### src/rtl/mem_arbiter.sv
// Two-requester (fetch / memory-stage) arbiter in front of one shared memory port.
// Latency: grant registers the bus one edge after the request; done is the first ACC cycle with mem_ready.
// Backpressure: requesters are stalled until their done strobe; the bus holds stable until mem_ready.
module mem_arbiter (
    input  logic        clk,
    input  logic        reset_n,
    input  logic        IReqF,
    input  logic [31:0] IAddrF,
    input  logic        MemReqM,
    input  logic        MemWriteM,
    input  logic [31:0] DAddrM,
    input  logic [31:0] WriteDataM,
    input  logic        mem_ready,
    input  logic [31:0] mem_rdata,
    output logic        mem_req,
    output logic        mem_we,
    output logic [31:0] mem_addr,
    output logic [31:0] mem_wdata,
    output logic [31:0] InstrF,
    output logic [31:0] ReadDataM,
    output logic        IDoneF,
    output logic        DDoneM,
    output logic        IStallF,
    output logic        DStallM,
    output logic        Timeout
);

    typedef enum logic [1:0] {IDLE, I_ACC, D_ACC} state_t;

    // last_grant encoding: remembers who won the previous grant for tie-breaking
    localparam logic GRANT_F = 1'b0;
    localparam logic GRANT_M = 1'b1;

    state_t     state;
    state_t     state_nxt;
    logic       last_grant;
    logic [7:0] wait_cnt;
    logic       grant_f;
    logic       grant_m;
    logic       in_acc;
    logic       acc_done;
    logic       acc_wait;

    assign in_acc   = (state != IDLE);
    assign acc_done = in_acc & mem_ready;
    assign acc_wait = in_acc & ~mem_ready;

    // Next-state and grant decision; ties go to whoever did not win last time
    always_comb begin
        state_nxt = state;
        grant_f   = 1'b0;
        grant_m   = 1'b0;
        case (state)
            IDLE: begin
                if (IReqF && (!MemReqM || last_grant == GRANT_M)) begin
                    grant_f   = 1'b1;
                    state_nxt = I_ACC;
                end else if (MemReqM) begin
                    grant_m   = 1'b1;
                    state_nxt = D_ACC;
                end
            end
            I_ACC, D_ACC: begin
                if (mem_ready) begin
                    state_nxt = IDLE;
                end
            end
            default: state_nxt = IDLE;
        endcase
    end

    // State register
    always_ff @(posedge clk) begin
        if (!reset_n) begin
            state <= IDLE;
        end else begin
            state <= state_nxt;
        end
    end

    // Bus registers: loaded on grant, held through the access, strobe dropped on done
    always_ff @(posedge clk) begin
        if (!reset_n) begin
            mem_req   <= 1'b0;
            mem_we    <= 1'b0;
            mem_addr  <= 32'd0;
            mem_wdata <= 32'd0;
        end else if (grant_f) begin
            mem_req   <= 1'b1;
            mem_we    <= 1'b0;
            mem_addr  <= IAddrF;
            mem_wdata <= 32'd0;
        end else if (grant_m) begin
            mem_req   <= 1'b1;
            mem_we    <= MemWriteM;
            mem_addr  <= DAddrM;
            mem_wdata <= WriteDataM;
        end else if (acc_done) begin
            mem_req   <= 1'b0;
        end
    end

    // Tie-break memory, only moves when someone is actually granted
    always_ff @(posedge clk) begin
        if (!reset_n) begin
            last_grant <= GRANT_M;
        end else if (grant_f) begin
            last_grant <= GRANT_F;
        end else if (grant_m) begin
            last_grant <= GRANT_M;
        end
    end

    // Wait counter and sticky hang flag; Timeout rises with the edge that takes the count to 255
    always_ff @(posedge clk) begin
        if (!reset_n) begin
            wait_cnt <= 8'd0;
            Timeout  <= 1'b0;
        end else begin
            if (grant_f || grant_m) begin
                wait_cnt <= 8'd0;
            end else if (acc_wait && wait_cnt != 8'hFF) begin
                wait_cnt <= wait_cnt + 8'd1;
            end
            if (acc_wait && wait_cnt == 8'hFE) begin
                Timeout <= 1'b1;
            end
        end
    end

    // Done/stall strobes; a flushed fetch still finishes on the bus but reports no done
    always_comb begin
        DDoneM    = (state == D_ACC) & mem_ready;
        IDoneF    = (state == I_ACC) & mem_ready & IReqF;
        DStallM   = MemReqM & ~DDoneM;
        IStallF   = IReqF & ~IDoneF;
        ReadDataM = DDoneM ? mem_rdata : 32'd0;
        InstrF    = IDoneF ? mem_rdata : 32'd0;
    end

endmodule
### config.mk
export PLATFORM = sky130hd
export DESIGN_NAME = mem_arbiter
export DESIGN_NICKNAME = d
export VERILOG_FILES = /design/src/rtl/mem_arbiter.sv
export SDC_FILE = /design/constraint.sdc
export NUM_CORES = 1
export LEC_CHECK = 0
export CAP_MARGIN = 40
export CORE_ASPECT_RATIO = 0.75
export CORE_MARGIN = 2
export CORE_UTILIZATION = 38
export DETAILED_ROUTE_END_ITERATION = 10
export GPL_TIMING_DRIVEN = 0
export PLACE_DENSITY = 0.87
export SYNTH_ARGS = -nofsm -noshare
export SYNTH_HDL_FRONTEND = slang
export SYNTH_SLANG_ARGS = --single-unit
### constraint.sdc
create_clock -name clk -period 3.2 [get_ports clk]
set_input_delay 0.64 -clock clk [delete_from_list [all_inputs] [get_ports clk]]
set_output_delay 0.64 -clock clk [all_outputs]
set_load 0.005 [all_outputs]
==> impl_results.md <==
* Post-DP HPWL at ~11000 um
* Number of distinct library cells after synthesis at 38
* Tightest Hold Check Type: reg2reg
* Part of the power in combinational logic at 0.253
* Final period util at 0.981
* Gp weighted congestion at approximately 0.88
* Met1 WL at around 6100 um
* Internal power at 0.00212 W
* Root buffer selected by CTS: clkbuf_16
* Total CTS buffers at 9
* I/O pin total at roughly 270
* Clk Latency, worst-skew pair at ~0.33 ns
* Vias in the first global route at approximately 4200
* Crit-path max FO at 10
* Leading area contributor after synthesis: dfxtp_1
* Synth Instances at ~430
* Final Non-Filler Cells at between 800 and 900
* Via count at 4460
* Post-Route WL at 14800 um
* Maximum clock rate at ~0.32 GHz
* Unrepaired setup endpoints after global routing: false
* Post-route ant nets at 0
* Worst IR drop on VDD at between 0.0003 and 0.0004 V
* Post-Syn Area at between 3000 and 4000 um2
* Worst Tran Pin Value at around 0.49 ns
* Antenna Cells at 0
* Core Footprint at approximately 9600 um2
* Final setup vio count at 0
* DR pass1 iterations at 5
* Outcome: finished, final reports clean
* Global-route wire length before repair at roughly 22000 um
* Clk sink count at 78
* IO buf count at 267
* Starting Density at 0.388
* Hold-fix buffers, CTS at 0
* Post-CTS Setup Inserts at 0
* Flop pwr share at 0.380
* Clock Tree Buf Depth at 2
* Reg2Reg Depth at 7
* Dpl ws at -0.0380 ns
* Synth top area share at 0.420
* Critical path launch point type: input pin
* Met3 wire length at ~1200 um
* Clock Power Share at 0.366
* Final hold violation count at 0
* Crit path arrival time at 2.50 ns
* Max cap viols at 0
* Hold path cells at 2
* Initial DRC count at 290
* Lkg Pwr at approximately 2.8 nW
* Gr ovfl total at 0
* Layout Nets at 843
* Syn Nets at ~570
* Antenna violations before repair at 0
* Net Sw Frac at 0.261
* Routed len/inst at 17.6 um
* Chip width at 118 um
* Gr usage total at 0.260
* Area Growth Syn to Fin at 84.9%
* Commonest cells after routing, fill and taps aside: 267 x clkdlybuf4s50_1, 78 x dfxtp_1, 68 x and3_1
* Die Y at approximately 90 um
* Pwr/cell area at approximately 420 nW/um2
* Htree depth at 3
* Layout cells sized above 1 at 0.0508
* #FFs+latches synth at 78
* DR vias/cell at about 5.3
* Critical path capture point type: output port
* Inst Count DP at 825
* Crit path kind: in2out
* Die area at 10600 um2
* Row count at 31
* CTS tree: yes
* Syn_area_per_cell at 8.72 um2
* Relative slew slack at 0.674
* Final core occ at 0.717
* DRC violations left at 0
* Synth top area cells: dfxtp_1 42%, and3_1 11%, a221o_1 8.6%
* Ys Warns at 0
* Psw at about 0.00075 W
* Final worst setup slack at roughly 0.062 ns
* Clock skew at 0.00603 ns
* Register area share after synthesis at 0.420
* Largest net degree at the start of global routing at 14
* Top Metal Used: met4
* Count of final max-slew check failures at 0
* Commonest non-fill, non-tap cell in the layout: clkdlybuf4s50_1
* Worst path required time at around 2.6 ns
* Clk slew on worst S/H paths at 0.06 ns
* Met2 Wirelength at 7230 um
* Min Tclk post-route at 3.14 ns
per-layer routing:
metal  global-route usage  vias to the layer above
met5                    0                        -
li1                     -                     2131
met4               0.0690                        0
met2                0.439                      185
met1                0.329                     2122
met3               0.0764                       22
power by group through the flow:
stage	sequential, W	clock [W]	combinational (W)
final	0.00109	0.00105	0.000726
after global routing	0.00110	0.00110	0.000780
after CTS	0.00109	0.00107	0.000726
after detailed placement	0.00111	0	0.000718
after global placement	0.00111	0	0.000698
after floorplan	0.00111	0	0.000265
critical path: stages:
cell and delay (ns):
clkdlybuf4s50_1 0.54, and3_1 0.32, clkbuf_2 0.23, and2_1 0.20, clkdlybuf4s50_1 0.56
what timing repair did:
item / CTS / global route
endpoints found under the hold margin: 0 / 0
pin swaps: 0 / 0
gates resized for setup: 1 / 10
setup endpoints to repair: 21 / 31
registers in the layout, indices dropped and copies added, names as in the netlist:
signal / cells
mem_addr: 32
mem_wdata: 32
wait_cnt: 8
state: 2
Timeout: 1
last_grant: 1
mem_req: 1
mem_we: 1
synthesized netlist by cell type (all sizes together):
cell and count:
buf 10, o2111ai 1, nor2b 4, a211oi 2, inv 7, and4 2, or4 1, o2111a 1
a2111o 1, o21ai 38, nand3 37, nor3 2, and3 69, nand2 7, clkbuf 34, a41oi 1
nor3b 2, nand3b 2, nand4 1, nor2 2, and4bb 1, a21boi 3, o211ai 1, ha 5
a311oi 1, a211o 1, a31oi 2, dfxtp 78, a21oi 37, and2 38, mux2i 3, a221o 32
metrics by stage:
| step | area, um2 | hold slack, ns | power [W] | TNS (ns) |
|---|---|---|---|---|
| 2_1_floorplan | 3720 | 0.465 | 0.00138 | 0 |
| 3_3_place_gp | 6550 | 0.460 | 0.00180 | 0 |
| 3_5_place_dp | 6550 | 0.469 | 0.00183 | -0.224 |
| 4_1_cts | 6870 | 0.479 | 0.00288 | 0 |
| 5_1_grt | 6870 | 0.494 | 0.00298 | 0 |
| 6_report | 6870 | 0.478 | 0.00287 | 0 |
layout make-up:
| class | instances | area, um2 |
|---|---|---|
| plain buffers | 44 | 223 |
| clock inverters | 5 | 57.6 |
| clock buffers | 11 | 253 |
| well taps | 132 | 165 |
| flip-flops and latches | 78 | 1560 |
| fillers | 743 | 2710 |
| multi-input cells | 297 | 1910 |
| repair buffers | 267 | 2670 |
| inverters | 7 | 26.3 |
cells by family after synthesis:
kind of cell	Yosys count	share of synthesized area
DFF	78	0.420
muxes	3	0.00808
adders and majority gates	5	0.0168
buffers and inverters	51	0.0650
AOI/OAI and AO/OA	121	0.218
and+or+nand+nor	168	0.272
worst paths after layout:
| kind | startpoint | end | slack (ns) |
|---|---|---|---|
| setup / recovery | mem_ready | InstrF[20] | 0.06 |
| hold / removal | mem_we$_SDFFE_PP0P_ | mem_we$_SDFFE_PP0P_ | 0.48 |
| setup reg to reg | state[0]$_SDFFE_PN0P_ | mem_addr[7]$_SDFFE_PN0P_ | 1.22 |
| hold reg to reg | mem_we$_SDFFE_PP0P_ | mem_we$_SDFFE_PP0P_ | 0.48 |
Note: power is estimated with default switching activity, not from simulation.
